### config.mk
export PLATFORM = sky130hd
export DESIGN_NAME = xgxs_enc_8b10b_lanes
export DESIGN_NICKNAME = d
export VERILOG_FILES = /design/src/rtl/xgxs_8b10b_pkg.sv /design/src/rtl/xgxs_8b10b_lane_enc.sv /design/src/rtl/xgxs_enc_8b10b_lanes.sv
export SDC_FILE = /design/constraint.sdc
export NUM_CORES = 1
export LEC_CHECK = 0
export CAP_MARGIN = 25
export CORE_MARGIN = 2
export CORE_UTILIZATION = 47
export DETAILED_ROUTE_END_ITERATION = 8
export PLACE_DENSITY = 0.81
export SLEW_MARGIN = 20
export SYNTH_ARGS = -nofsm -noshare
export SYNTH_HDL_FRONTEND = slang
export SYNTH_SLANG_ARGS = --single-unit
### constraint.sdc
create_clock -name clk -period 10.2 [get_ports clk]
set_clock_uncertainty 0.1 [all_clocks]
set_input_delay 2.04 -clock clk [delete_from_list [all_inputs] [get_ports clk]]
set_output_delay 2.04 -clock clk [all_outputs]
set_load 0.005 [all_outputs]
### src/rtl/xgxs_8b10b_pkg.sv
// Shared 8b/10b code constants and lookup helpers for the XGXS lane encoders.
// Sub-block tables are held for RD- in standard notation (a / f is the MSB);
// RD+ codes are the complement wherever the matching COMP mask bit is set.
package xgxs_8b10b_pkg;

  localparam logic [9:0] K28_5_RDN  = 10'h17C;
  localparam logic [9:0] K28_5_RDP  = 10'h283;
  localparam logic [9:0] BAD_SYM    = 10'h3E0;
  localparam logic [7:0] K28_5_BYTE = 8'hBC;

  // K28.y 6b code at RD-; every other K reuses the D-table 6b code
  localparam logic [5:0] K28_6B_RDN = 6'b001111;

  // 5b/6b entries whose RD+ code is the complement (unbalanced, plus D.7)
  localparam logic [31:0] T6_COMP = 32'hE981_8197;
  // 3b/4b D entries whose RD+ code is the complement (y = 0, 3, 4, 7)
  localparam logic [7:0]  D4_COMP = 8'h99;
  // alternate D.x.7 code at RD-
  localparam logic [3:0]  A7_RDN  = 4'b0111;

  typedef struct packed {
    logic [7:0] din;
    logic       k;
    logic       bad_code;
    logic       bad_disp;
  } lane_req_t;

  // idle request: K28.5 with injection masked off
  localparam lane_req_t IDLE_REQ = '{din: K28_5_BYTE, k: 1'b1, bad_code: 1'b0, bad_disp: 1'b0};

  function automatic logic [5:0] t6_rdn(input logic [4:0] x);
    logic [5:0] c;
    case (x)
      5'd0:  c = 6'b100111;  5'd1:  c = 6'b011101;
      5'd2:  c = 6'b101101;  5'd3:  c = 6'b110001;
      5'd4:  c = 6'b110101;  5'd5:  c = 6'b101001;
      5'd6:  c = 6'b011001;  5'd7:  c = 6'b111000;
      5'd8:  c = 6'b111001;  5'd9:  c = 6'b100101;
      5'd10: c = 6'b010101;  5'd11: c = 6'b110100;
      5'd12: c = 6'b001101;  5'd13: c = 6'b101100;
      5'd14: c = 6'b011100;  5'd15: c = 6'b010111;
      5'd16: c = 6'b011011;  5'd17: c = 6'b100011;
      5'd18: c = 6'b010011;  5'd19: c = 6'b110010;
      5'd20: c = 6'b001011;  5'd21: c = 6'b101010;
      5'd22: c = 6'b011010;  5'd23: c = 6'b111010;
      5'd24: c = 6'b110011;  5'd25: c = 6'b100110;
      5'd26: c = 6'b010110;  5'd27: c = 6'b110110;
      5'd28: c = 6'b001110;  5'd29: c = 6'b101110;
      5'd30: c = 6'b011110;  default: c = 6'b101011;
    endcase
    return c;
  endfunction

  function automatic logic [3:0] d4_rdn(input logic [2:0] y);
    logic [3:0] c;
    case (y)
      3'd0: c = 4'b1011;  3'd1: c = 4'b1001;
      3'd2: c = 4'b0101;  3'd3: c = 4'b1100;
      3'd4: c = 4'b1101;  3'd5: c = 4'b1010;
      3'd6: c = 4'b0110;  default: c = 4'b1110;
    endcase
    return c;
  endfunction

  // K 3b/4b codes at RD-; all K codes complement at RD+
  function automatic logic [3:0] k4_rdn(input logic [2:0] y);
    logic [3:0] c;
    case (y)
      3'd0: c = 4'b1011;  3'd1: c = 4'b0110;
      3'd2: c = 4'b1010;  3'd3: c = 4'b1100;
      3'd4: c = 4'b1101;  3'd5: c = 4'b0101;
      3'd6: c = 4'b1001;  default: c = 4'b0111;
    endcase
    return c;
  endfunction

  function automatic logic is_legal_k(input logic [7:0] b);
    logic ok;
    case (b)
      8'h1C, 8'h3C, 8'h5C, 8'h7C, 8'h9C, 8'hBC, 8'hDC, 8'hFC,
      8'hF7, 8'hFB, 8'hFD, 8'hFE: ok = 1'b1;
      default:                    ok = 1'b0;
    endcase
    return ok;
  endfunction

  // standard notation (a first) -> transmit order (a at bit 0)
  function automatic logic [5:0] rev6(input logic [5:0] v);
    logic [5:0] r;
    for (int b = 0; b < 6; b++) r[b] = v[5-b];
    return r;
  endfunction

  function automatic logic [3:0] rev4(input logic [3:0] v);
    logic [3:0] r;
    for (int b = 0; b < 4; b++) r[b] = v[3-b];
    return r;
  endfunction

endpackage

### src/rtl/xgxs_8b10b_lane_enc.sv
// Combinational single-lane 8b/10b encoder with error injection.
module xgxs_8b10b_lane_enc
  import xgxs_8b10b_pkg::*;
(
  input  logic [7:0] din,
  input  logic       k,
  input  logic       rd_in,
  input  logic       bad_code,
  input  logic       bad_disp,
  output logic [9:0] sym,
  output logic       rd_out,
  output logic       k_illegal
);

  logic [7:0] eff;
  logic [4:0] x;
  logic [2:0] y;
  logic       rd_s, rd6, a7;
  logic [5:0] c6;
  logic [3:0] c4;

  // 6b sub-block from start RD, 4b sub-block from RD after the 6b block
  always_comb begin
    k_illegal = k && !is_legal_k(din);
    // illegal K requests become K28.5 and then follow the normal path
    eff  = k_illegal ? K28_5_BYTE : din;
    x    = eff[4:0];
    y    = eff[7:5];
    rd_s = rd_in ^ bad_disp;

    c6 = (k && x == 5'd28) ? K28_6B_RDN : t6_rdn(x);
    if (rd_s && (k || T6_COMP[x])) c6 = ~c6;
    rd6 = ($countones(c6) != 3) ? ~rd_s : rd_s;

    // A7 avoids a run of five across the e i / f g h boundary
    a7 = !k && (y == 3'd7) &&
         ((!rd6 && c6[1] && c6[0]) || (rd6 && !c6[1] && !c6[0]));
    if (k)       c4 = k4_rdn(y);
    else if (a7) c4 = A7_RDN;
    else         c4 = d4_rdn(y);
    if (rd6 && (k || a7 || D4_COMP[y])) c4 = ~c4;

    sym    = {rev4(c4), rev6(c6)};
    rd_out = ($countones(c4) != 2) ? ~rd6 : rd6;

    // forced invalid symbol is balanced, so RD passes straight through
    if (bad_code) begin
      sym    = BAD_SYM;
      rd_out = rd_in;
    end
  end

endmodule

### src/rtl/xgxs_enc_8b10b_lanes.sv
// Multi-lane XGXS 8b/10b encoder: per-lane or chained RD, idle insertion,
// error injection and a saturating illegal-K counter. One register stage.
module xgxs_enc_8b10b_lanes
  import xgxs_8b10b_pkg::*;
#(
  parameter int LANES    = 4,
  parameter bit CHAIN_RD = 1'b0,
  parameter int CNT_W    = 16
) (
  input  logic                  clk,
  input  logic                  rst,
  input  logic                  in_valid,
  input  logic [8*LANES-1:0]    encode_data_in,
  input  logic [LANES-1:0]      konstant,
  input  logic [LANES-1:0]      bad_code,
  input  logic [LANES-1:0]      bad_disp,
  output logic [10*LANES-1:0]   encode_data_out,
  output logic [LANES-1:0]      disp_out,
  output logic [LANES-1:0]      k_err,
  output logic [CNT_W-1:0]      k_err_count
);

  localparam int SW = CNT_W + 4;
  localparam logic [SW-1:0] CNT_MAX = {4'b0, {CNT_W{1'b1}}};

  lane_req_t [LANES-1:0]       req;
  logic [LANES-1:0][9:0]       sym_nxt;
  logic [LANES-1:0]            rd_nxt;
  logic [LANES-1:0]            k_ill;
  logic [LANES-1:0]            kerr_nxt;
  logic [SW-1:0]               cnt_sum;
  logic [CNT_W-1:0]            cnt_nxt;

  for (genvar i = 0; i < LANES; i++) begin : g_lane
    logic rd_i, rd_o;

    assign req[i] = in_valid ? {encode_data_in[8*i +: 8], konstant[i], bad_code[i], bad_disp[i]}
                             : IDLE_REQ;

    // disp_out doubles as the RD register; chained mode threads RD across lanes
    if (i == 0) begin : g_src
      assign rd_i = CHAIN_RD ? disp_out[LANES-1] : disp_out[0];
    end else begin : g_src
      assign rd_i = CHAIN_RD ? g_lane[i-1].rd_o : disp_out[i];
    end

    xgxs_8b10b_lane_enc u_enc (
      .din       (req[i].din),
      .k         (req[i].k),
      .rd_in     (rd_i),
      .bad_code  (req[i].bad_code),
      .bad_disp  (req[i].bad_disp),
      .sym       (sym_nxt[i]),
      .rd_out    (rd_o),
      .k_illegal (k_ill[i])
    );

    assign rd_nxt[i] = rd_o;
  end

  assign kerr_nxt = in_valid ? k_ill : '0;

  // saturating add of this cycle's illegal-K lane count
  always_comb begin
    cnt_sum = {4'b0, k_err_count};
    for (int l = 0; l < LANES; l++) cnt_sum = cnt_sum + SW'(kerr_nxt[l]);
    cnt_nxt = (cnt_sum > CNT_MAX) ? CNT_MAX[CNT_W-1:0] : cnt_sum[CNT_W-1:0];
  end

  // output register stage and RD state
  always_ff @(posedge clk) begin
    if (rst) begin
      encode_data_out <= {LANES{K28_5_RDN}};
      disp_out        <= '0;
      k_err           <= '0;
      k_err_count     <= '0;
    end else begin
      encode_data_out <= sym_nxt;
      disp_out        <= rd_nxt;
      k_err           <= kerr_nxt;
      k_err_count     <= cnt_nxt;
    end
  end

endmodule

# ---- Word level (Yosys, flattened, before mapping)
# Memories as Yosys holds them, arrays and structs flattened.
# Cells that the tools add are included.
dict set report word_totals {
  rom_bits 928
  n_memories 12
  word_cells 326
  regBits 64
  output_inout_bits 64
}
# memory words word_bits rd rd_ports_with_merged_regs wr line_no
set memory_table {}
lappend memory_table {{(name not given)} 32 6 1 0 0 xgxs_8b10b_pkg.sv:33} ;# case (x)
lappend memory_table {{(name not given)} 32 6 1 0 0 xgxs_8b10b_pkg.sv:33}
lappend memory_table {{(name not given)} 32 6 1 0 0 xgxs_8b10b_pkg.sv:33}
lappend memory_table {{(name not given)} 32 6 1 0 0 xgxs_8b10b_pkg.sv:33}
lappend memory_table {{(name not given)} 32 1 1 0 0 xgxs_8b10b_lane_enc.sv:32} ;# if (rd_s && (k || T6_COMP[x])) c6 = ~c6;
lappend memory_table {{(name not given)} 32 1 1 0 0 xgxs_8b10b_lane_enc.sv:32}
lappend memory_table {{+6 memories} - - - - - -}
dict set report op_classes {
  reduce_logical 88
  n_eq_ne 88
  n_lt_le_gt_ge 9
  muxes 62
  n_bitwise 20
  n_addsub 36
}
# operator count
set op_table {}
lappend op_table {{$add 32x32->32} 12}
lappend op_table {{$eq 8x8->1 const B} 32}
lappend op_table {{$ne 32x3->1 const B} 8}
lappend op_table {{$pmux 4 s7} 8}
lappend op_table {{$eq 8x7->1 const B} 8}
lappend op_table {{$mux 4} 13}
lappend op_table {{$eq 3x3->1 const B} 16}
lappend op_table {{$mux 6} 8}
lappend op_table {{$reduce_or 12->1} 4}
lappend op_table {{$mux 11} 4}
lappend op_table {{$add 1x1->2} 20}
lappend op_table {{$logic_and 1x1->1} 40}
lappend op_table {{$mux 10} 4}
lappend op_table {{$eq 8x5->1 const B} 4}
lappend op_table {{$eq 8x6->1 const B} 4}
lappend op_table {{$mux 8} 4}
lappend op_table {{$eq 3x2->1 const B} 8}
lappend op_table {{$lt 5x6->1 const B} 4}
lappend op_table {{$not 6->6} 4}
lappend op_table {{$add 19x1->20} 1}
lappend op_table {{$eq 5x5->1 const B} 4}
lappend op_table {{$gt 20x16->1 const B} 1}
lappend op_table {{$logic_not 1->1} 20}
lappend op_table {{$mux 1} 20}
lappend op_table {{other kinds (12)} 52}

# ---- Longest topological paths before layout
# Gate-level depths: netlist of run 1.
dict set report logic_depth {
  depth_word 30
  ltp_mapped 32
  ltp_nobuf 31
}

# ---- Modules after synthesis
# A second synthesis of run 1 with hierarchy kept.
dict set report unflattened {
  hier_cells 1092
  area_unflattened_um2 8371.8
}
# mod seq_area_each_um2 n_inst cells_per_inst area_each_um2
set modules_own_cells {}
lappend modules_own_cells {xgxs_enc_8b10b_lanes 1281.2 1 241 2456.1}
lappend modules_own_cells {{xgxs_8b10b_lane_enc (g_lane[1].u_enc)} 0.0 1 222 1580.3}
lappend modules_own_cells {{xgxs_8b10b_lane_enc (g_lane[3].u_enc)} 0.0 1 231 1572.8}
lappend modules_own_cells {{xgxs_8b10b_lane_enc (g_lane[0].u_enc)} 0.0 1 206 1406.3}
lappend modules_own_cells {{xgxs_8b10b_lane_enc (g_lane[2].u_enc)} 0.0 1 192 1356.3}

# ---- Worst setup path before layout of run 1
# OpenSTA, ideal clock, no wires.
dict set report synth_path {
  kind {input port to flip-flop}
  startpoint {input port encode_data_in[2]}
  endpoint {register disp_out[0]}
  path_slack_ns 1.237
  setup_ns 0.086
  arrival_ns 8.778
  path_stages 30
  required_ns 10.014
  path_cell_list {buf_4 xnor2_1 mux2_4 a211oi_1 and2_1 inv_1 ha_1 nand2_1 o22ai_1 o311a_1 a21oi_2 buf_4 xor2_1 ha_1 fa_1 ha_1 nor4bb_1 xnor2_1 nor2_1 nand3_1 mux2i_1 nor4_4 and3_1 o21ai_0 ha_1 ha_1 fa_1 nor3b_1 xnor2_1 a211oi_1}
}
dict set report synth_between {
  word_cells_on_any_way 70
  cone_classes {8 x add/sub; 22 x eq/ne; 14 x mux; 3 x bitwise; 20 x reduce/logical; 3 x memory}
}
# element line_no
set synth_lines {}
lappend synth_lines {{from (decl)} xgxs_enc_8b10b_lanes.sv:13} ;# input logic [8*LANES-1:0] encode_data_in,
lappend synth_lines {{$mux 11 *} xgxs_enc_8b10b_lanes.sv:37} ;# assign req[i] = in_valid ? {encode_data_in[8*i +: 8], konstant[i], bad_code[i], bad_disp[i]}
lappend synth_lines {{$eq 8x5->1, or another cell as far along} xgxs_8b10b_pkg.sv:79} ;# case (b)
lappend synth_lines {{$reduce_or 12->1} xgxs_8b10b_pkg.sv:79}
lappend synth_lines {{$mux 1} xgxs_8b10b_pkg.sv:79}
lappend synth_lines {{$logic_not 1->1} xgxs_8b10b_lane_enc.sv:24} ;# k_illegal = k && !is_legal_k(din);
lappend synth_lines {{$logic_and 1x1->1} xgxs_8b10b_lane_enc.sv:24}
lappend synth_lines {{$mux 8 *} xgxs_8b10b_lane_enc.sv:26} ;# eff = k_illegal ? K28_5_BYTE : din;
lappend synth_lines {{$mem_v2 32x1 or $eq 5x5->1 (tied branches)} -}
lappend synth_lines {{[... 4 more ...]} -}
lappend synth_lines {{named net g_lane[0].u_enc.c6[5]} xgxs_8b10b_lane_enc.sv:19} ;# logic [5:0] c6;
lappend synth_lines {{[... 10 more ...]} -}
lappend synth_lines {{$mux 4 or $logic_or 1x1->1 (tied branches)} {xgxs_8b10b_lane_enc.sv:38, xgxs_8b10b_lane_enc.sv:41}}
lappend synth_lines {{$not 4->4 or $logic_and 1x1->1 (tied branches)} xgxs_8b10b_lane_enc.sv:41} ;# if (rd6 && (k || a7 || D4_COMP[y])) c4 = ~c4;
lappend synth_lines {{$mux 4 *} xgxs_8b10b_lane_enc.sv:41}
lappend synth_lines {{named net g_lane[0].u_enc.c4[3]} xgxs_8b10b_lane_enc.sv:20} ;# logic [3:0] c4;
lappend synth_lines {{$add 1x1->2 (implied by the code) *} xgxs_8b10b_lane_enc.sv:44} ;# rd_out = ($countones(c4) != 2) ? ~rd6 : rd6;
lappend synth_lines {{$add 32x32->32 (implied by the code) *} xgxs_8b10b_lane_enc.sv:44}
lappend synth_lines {{$ne 32x3->1 *} xgxs_8b10b_lane_enc.sv:44}
lappend synth_lines {{$mux 1 *} xgxs_8b10b_lane_enc.sv:44}
lappend synth_lines {{to (signal assigned)} xgxs_enc_8b10b_lanes.sv:79} ;# disp_out <= rd_nxt;
lappend synth_lines {{to (decl)} xgxs_enc_8b10b_lanes.sv:18} ;# output logic [LANES-1:0] disp_out,
# The timed path passes the listed nets; every way through them passes the cells marked *. The select of a mux whose other input is x is not followed.
# A chain may end at the register's enable or synchronous reset.

# ---- Worst setup path after layout of run 1
dict set report layout_path {
  startpoint {input port encode_data_in[3]}
  endpoint {register disp_out[0]}
}
# The elaborated chain is that of the path after synthesis.

==> summary.md, run 1 <==
| Metric | Value |
|---|---|
| Status | `finished clean` |
| End point of the critical path | `disp_out[0]` |
| CP max FO | `11` |
| Synth cell types | `86` |
| Cell family with most CP delay | `adder cells` |
| Final Util | `0.5790` |
| Max-slew violation count | `0` |
| Post-route ant nets | `0` |
| Non-filler cells, final | `between 1k and 1.5k` |
| Largest family of logic cells by synthesized area | `compound AO/OA/AOI/OAI gates` |
| CP Capture Type | `register` |
| GRT Total Usage | `0.2387` |
| CTS Sinks | `between 60 and 70` |
| CTS tree | `done` |
| Pre-antenna DRT Iters | `5` |
| Latest clock arrival within the worst-skew pair | `approximately 0.34 ns` |
| Seq/Total Area, Yosys | `0.1640` |
| Most used cell, CP | `ha_1` |
| Average instance area after synthesis | `between 7 and 8 µm²` |
| Cell area after synthesis | `roughly 0.008 mm²` |
| Synth Instances | `between 1k and 1.5k` |
| Pre-CTS setup slack | `roughly 0.35 ns` |
| Sequential Area | `0.001281 mm²` |
| # diodes | `0` |
| Initial antenna violation count | `0` |
| Most frequent cells in the layout | `108 x clkdlybuf4s50_1, 105 x nor2_1, 96 x nand2_1` |
| Final WS setup | `0.6636 ns` |
| GP Congestion | `between 0.9 and 1` |
| Worst Tran Pin Value | `0.9264 ns` |
| Syn. warnings | `0` |
| Max-cap viol count | `0` |
| I/O pin cnt | `111` |
| PwrDens | `roughly 290 mW/mm²` |
| # DRC | `0` |
| P&R area growth vs syn | `21.62%` |
| Nature of the critical path startpoint | `input port` |
| First-pass GRT wire length | `approximately 35000 µm` |
| H-Tree Depth | `3` |
| Final Hold Vio Count | `0` |
| Synth Area in XOR/XNOR | `0.07721` |
| Multi-input gate area | `roughly 0.0062 mm²` |
| Tmin final | `around 9.5 ns` |
| Crit Path Class | `in -> reg` |
| Mux cell area share after synthesis | `0.04021` |
| Final setup viols | `0` |
| Post-synth ARST share | `0` |
| Largest stage delay on the critical path | `roughly 0.69 ns` |
| Initial core utilization | `0.4761` |
| Syn nets | `1170` |
| Crit-path slowest cell | `clkdlybuf4s50_1` |
| Share of layout cells above drive strength 1 | `0.07550` |
| Num CTS Buffers | `9` |
| Die area | `~0.018 mm²` |
| Vias | `around 7.9k` |
| Worst path depth | `31` |
| Min-Delay Path Class | `reg -> reg` |
| Post-synth EDFFs | `0` |
| Dpl cell area | `just over 0.009 mm²` |
| Die width | `132.9 µm` |
| DP HPWL | `16000 µm` |
| Final #Nets | `about 1.3k` |
| CTS Hold Bufs | `0` |
| R2R Path Start | `disp_out[0]` |
| Worst ir drop on vdd | `roughly 0.00030 V` |
| Vias per Instance | `about 5.8` |
| Drt total wl | `around 21000 µm` |
| Largest net degree at the start of global routing | `between 40 and 50` |
| Reg2reg setup slack | `around 4.5 ns` |
| Synth Flop Type | `dfxtp_1` |
| Fillers | `1448` |
| DR WL/cell | `roughly 16 µm` |
| Port Buf Inserts | `110` |
| Req. time, crit path | `about 10 ns` |
| Synth Register Bits | `64` |
| Number of gates resized after CTS | `0` |
| Buf/Inv on CP | `4` |
| Post-Synth Simple-Gate Area | `0.2516` |
| Worst slew margin | `0.3811` |
| Clock Path Buffers | `2` |
| Grt total ovfl | `0` |
| # Post-CTS Setup Buffers | `0` |
| CTS clk-pin slew, worst paths | `0.06 ns` |
| Most common cell after layout, fill and taps aside | `clkdlybuf4s50_1` |
| Core Area | `~0.016 mm²` |
| Placed insts | `about 1.3k` |
| Design area | `~0.0095 mm²` |
| Max frequency | `around 100 MHz` |
| R2R depth | `21` |
| Worst Setup SP | `encode_data_in[3]` |
| Post-synthesis compound-gate area fraction | `0.2622` |
| Vias in the first global route | `7450` |
| Worst endpoint data arrival time | `just under 10 ns` |
| Reg2reg end | `disp_out[0]` |
| Initial DRC count | `between 500 and 600` |
| CTS Root Cell | `clkbuf_16` |
| Post-Synth Adder-Cell Area | `0.1554` |
| Leakage | `3.886 nW` |
| Die Ht | `132.9 µm` |
| Row count | `47` |
| Crit share post-route | `0.9349` |
## routing by layer
layer | track usage | part of all wire
met1 | 0.3102 | 0.45
met2 | 0.4039 | 0.48
met3 | 0.04636 | 0.054
met4 | 0.06631 | 0.014
met5 | 0 | 0
## worst min path at each step
stage,cells past startpoint,to,from,slack (ns)
5_1_grt,2,disp_out[3],disp_out[3],0.44
3_3_place_gp,2,k_err_count[12],k_err_count[12],0.41
2_1_floorplan,2,disp_out[0],disp_out[0],0.40
3_5_place_dp,2,k_err_count[12],k_err_count[12],0.42
4_1_cts,2,k_err_count[12],k_err_count[12],0.43
6_report,2,k_err_count[12],k_err_count[12],0.42
## tightest hold or removal path, stage by stage, from the launching register on
cell     delay, ns
dfxtp_1       0.33
nor2_1        0.10
nor3_1        0.05
## cell families (layout without fill, tap and decap cells)
logic type                 count (synthesis)  count (layout)
buffers and inverters                     89             193
adders and majority gates                 88              88
AOI/OAI and AO/OA                        299             299
and+or+nand+nor                          399             399
xor gates and xnor gates                  68              68
DFF                                       64              64
muxes                                     28              28
## cells in the mapped netlist (all sizes together), types with 4 or more instances
cell type	count	area [µm²]
mux2i	17	182.7
o31ai	7	52.55
o2111ai	4	35.03
nor4	5	46.29
fa	15	300.3
xor2	25	219.0
a21boi	8	63.81
nand2	96	360.4
a31oi	14	87.58
o21ai	61	305.3
and3	22	137.6
a21o	21	157.7
nor3b	5	37.54
or2	11	71.32
xnor2	43	384.1
o311ai	5	43.79
nand3b	4	30.03
nand3	38	190.2
clkbuf	25	95.09
a211oi	16	120.1
buf	21	128.9
a21oi	78	409.1
nor3	35	175.2
mux2	11	131.4
a211o	9	78.83
nand2b	18	112.6
or3	8	50.05
nor2	107	411.7
o21a	6	45.04
nor2b	15	93.84
dfxtp	64	1281
and2	16	100.1
nand4	8	50.05
a2111oi	7	100.1
inv	42	157.7
ha	73	913.4
a41oi	5	43.79
o22ai	10	62.56
o211ai	14	105.1
## flip-flops by register name, indices dropped and copies added, names as in the netlist
name / flops
encode_data_out: 40
k_err_count: 16
disp_out: 4
k_err: 4
## cell type report
type / count / area share
flip-flops and latches: 64 / 0.1349
clock inverters: 6 / 0.01212
multi-input cells: 882 / 0.6481
well taps: 220 / 0.02897
inverters: 43 / 0.01699
clock buffers: 10 / 0.02515
repair buffers: 134 / 0.1338
## power breakdown
part | internal, mW | leakage (nW) | switching, mW
clock network | 0.247 | 0.169 | 0.121
registers | 0.312 | 0.528 | 0.0263
logic | 0.987 | 3.19 | 1.02
## through the flow
| step | hold slack (ns) | total power [mW] | TNS [ns] |
|---|---|---|---|
| 2_1_floorplan | 0.4023 | 1.802 | 0 |
| 3_3_place_gp | 0.4079 | 2.233 | 0 |
| 3_5_place_dp | 0.4188 | 2.320 | 0 |
| 4_1_cts | 0.4271 | 2.713 | 0 |
| 5_1_grt | 0.4442 | 3.014 | -0.01468 |
| 6_report | 0.4222 | 2.711 | 0 |
Power figures use the tool's default switching activity.
==> run 2, diff against run 1 <==
- HOLD_SLACK_MARGIN: unset -> 0.05
- clock period: 10.2 -> 11.93 ns (I/O delays scaled with it)
==> summary.md, run 2 (same netlist as run 1, synthesis figures left out) <==
| Metric | Value |
|---|---|
| # Post-CTS Setup Buffers | `0` |
| Met3 usage | `0.04904` |
| Initial core utilization | `0.4761` |
| Global routing usage on met2 | `0.3949` |
| Share of layout cells above drive strength 1 | `0.05714` |
| Fillers | `approximately 1.5k` |
| I/O pin cnt | `111` |
| Vias in the first global route | `approximately 7.1k` |
| Drt total wl | `between 20000 and 25000 µm` |
| Worst endpoint data arrival time | `10.82 ns` |
| Crit Path Class | `in -> reg` |
| Max frequency | `~94 MHz` |
| Power Total | `approximately 2.1 mW` |
| RSZ-0062 raised after global routing | `no` |
| Final WS setup | `about 1.3 ns` |
| Row count | `47` |
| Pre-antenna DRT Iters | `5` |
| Most used cell, CP | `ha_1` |
| Min-delay src | `disp_out[3]` |
| Vias | `slightly below 8k` |
| Nature of the critical path startpoint | `input port` |
| Initial DRC count | `593` |
| Leakage | `approximately 3.7 nW` |
| Final Util | `0.5648` |
| Final Hold Vio Count | `0` |
| Hold Crit Endpoint | `disp_out[3]` |
| CP Capture Type | `register` |
| Non-filler cells, final | `between 1k and 1.5k` |
| Reg2reg end | `disp_out[0]` |
| Die width | `~130 µm` |
| Worst Tran Pin Value | `about 0.9 ns` |
| Post-route ant nets | `0` |
| Final setup TNS | `0 ns` |
| Die area | `0.01767 mm²` |
| Biggest register | `encode_data_out` |
| Initial antenna violation count | `0` |
| Port Buf Inserts | `between 100 and 150` |
| Num CTS Buffers | `9` |
| Largest register FFs | `40` |
| CTS clk-pin slew, worst paths | `about 0.05 ns` |
| CTS Root Cell | `clkbuf_16` |
| # diodes | `0` |
| Worst Setup SP | `encode_data_in[3]` |
| Crit share post-route | `0.8947` |
| Req. time, crit path | `about 12 ns` |
| DR WL/cell | `15.57 µm` |
| Most frequent cells in the layout | `108 x clkdlybuf4s50_1, 105 x nor2_1, 96 x nand2_1` |
| Dpl cell area | `0.008991 mm²` |
| Most common cell after layout, fill and taps aside | `clkdlybuf4s50_1` |
| CTS Sinks | `64` |
| Pre-CTS setup slack | `about 0.99 ns` |
| GP Congestion | `0.9534` |
| Worst ir drop on vdd | `approximately 0.00032 V` |
| Largest net degree at the start of global routing | `46` |
| R2R depth | `20` |
| Vias per Instance | `5.868` |
| Largest stage delay on the critical path | `0.69 ns` |
| R2R Path Start | `disp_out[0]` |
| Placed insts | `about 1.3k` |
| Worst hold path stage count | `2` |
| GR met1 Demand/Resource | `0.3053` |
| GRT Total Usage | `0.2345` |
| CTS tree | `done` |
| Tmin final | `between 10 and 15 ns` |
| Latest clock arrival within the worst-skew pair | `approximately 0.33 ns` |
| Gr busiest metal | `met2` |
| Reg2reg setup slack | `5.92 ns` |
| Hold WS | `around 0.43 ns` |
| First-pass GRT wire length | `around 34000 µm` |
| PwrDens | `230.8 mW/mm²` |
| Core Area | `between 0.015 and 0.02 mm²` |
| Max-slew violation count | `0` |
| Grt total ovfl | `0` |
| CP max FO | `11` |
| Status | `finished clean` |
| Clock Path Buffers | `2` |
| Biggest regs | `encode_data_out (40), k_err_count (16)` |
| Max-cap viol count | `0` |
| Die Ht | `approximately 130 µm` |
| Crit-path slowest cell | `a211oi_1` |
| Number of gates resized after CTS | `0` |
| Worst slew margin | `0.3921` |
| # DRC | `0` |
| Final #Nets | `1250` |
| Final setup viols | `0` |
| P&R area growth vs syn | `18.63%` |
| CTS Hold Bufs | `0` |
| Min-Delay Path Class | `reg -> reg` |
| Design area | `roughly 0.0093 mm²` |
| DP HPWL | `around 16000 µm` |
| H-Tree Depth | `3` |
[run 2: cell types whose count changed in the layout (fill, tap and decap cells not counted), sizes merged]
cell,change
bufinv,-3
clkinv,+1
clkbuf,+1
buf,-19
clkinvlp,+2
inv,-1
[run 2: worst max path at each step]
stage | end | slack [ns] | depth (start not counted)
2_1_floorplan | disp_out[0] | 2.62 | 30
3_3_place_gp | disp_out[0] | 1.28 | 29
3_5_place_dp | disp_out[0] | 0.99 | 29
4_1_cts | disp_out[0] | 1.31 | 29
5_1_grt | disp_out[0] | 0.64 | 29
6_report | disp_out[0] | 1.26 | 29
[run 2: critical path, delay by kind of cell]
family	cells	cell delay (ns)
fa+ha+maj	7	2.32
simple gates	9	2.14
compound gates	6	1.99
buf+inv	2	0.83
xor+xnor	3	0.73
mux	2	0.43
[run 2: power by group]
| part | internal (mW) | switching, mW | total, mW | leakage (nW) |
|---|---|---|---|---|
| clock | 0.145 | 0.0990 | 0.244 | 0.128 |
| sequential | 0.267 | 0.0206 | 0.287 | 0.528 |
| combinational | 0.782 | 0.825 | 1.61 | 3.09 |
| total | 1.19 | 0.945 | 2.14 | 3.75 |
[run 2: per-layer routing]
metal / share of wire / vias to the layer above
met5: 0 / -
met4: 0.019 / 0
met3: 0.063 / 34
met2: 0.47 / 293
met1: 0.45 / 3633
li1: - / 3903
[run 2: layout make-up]
class	count	area, µm²	area share
multi-input combinational	882	6145	0.6631
sequential	64	1281	0.1383
timing repair buffer	115	1129	0.1218
tap	220	275.3	0.02971
clock buffer	11	242.7	0.02619
inverter	43	161.4	0.01742
clock inverter	5	32.53	0.003511
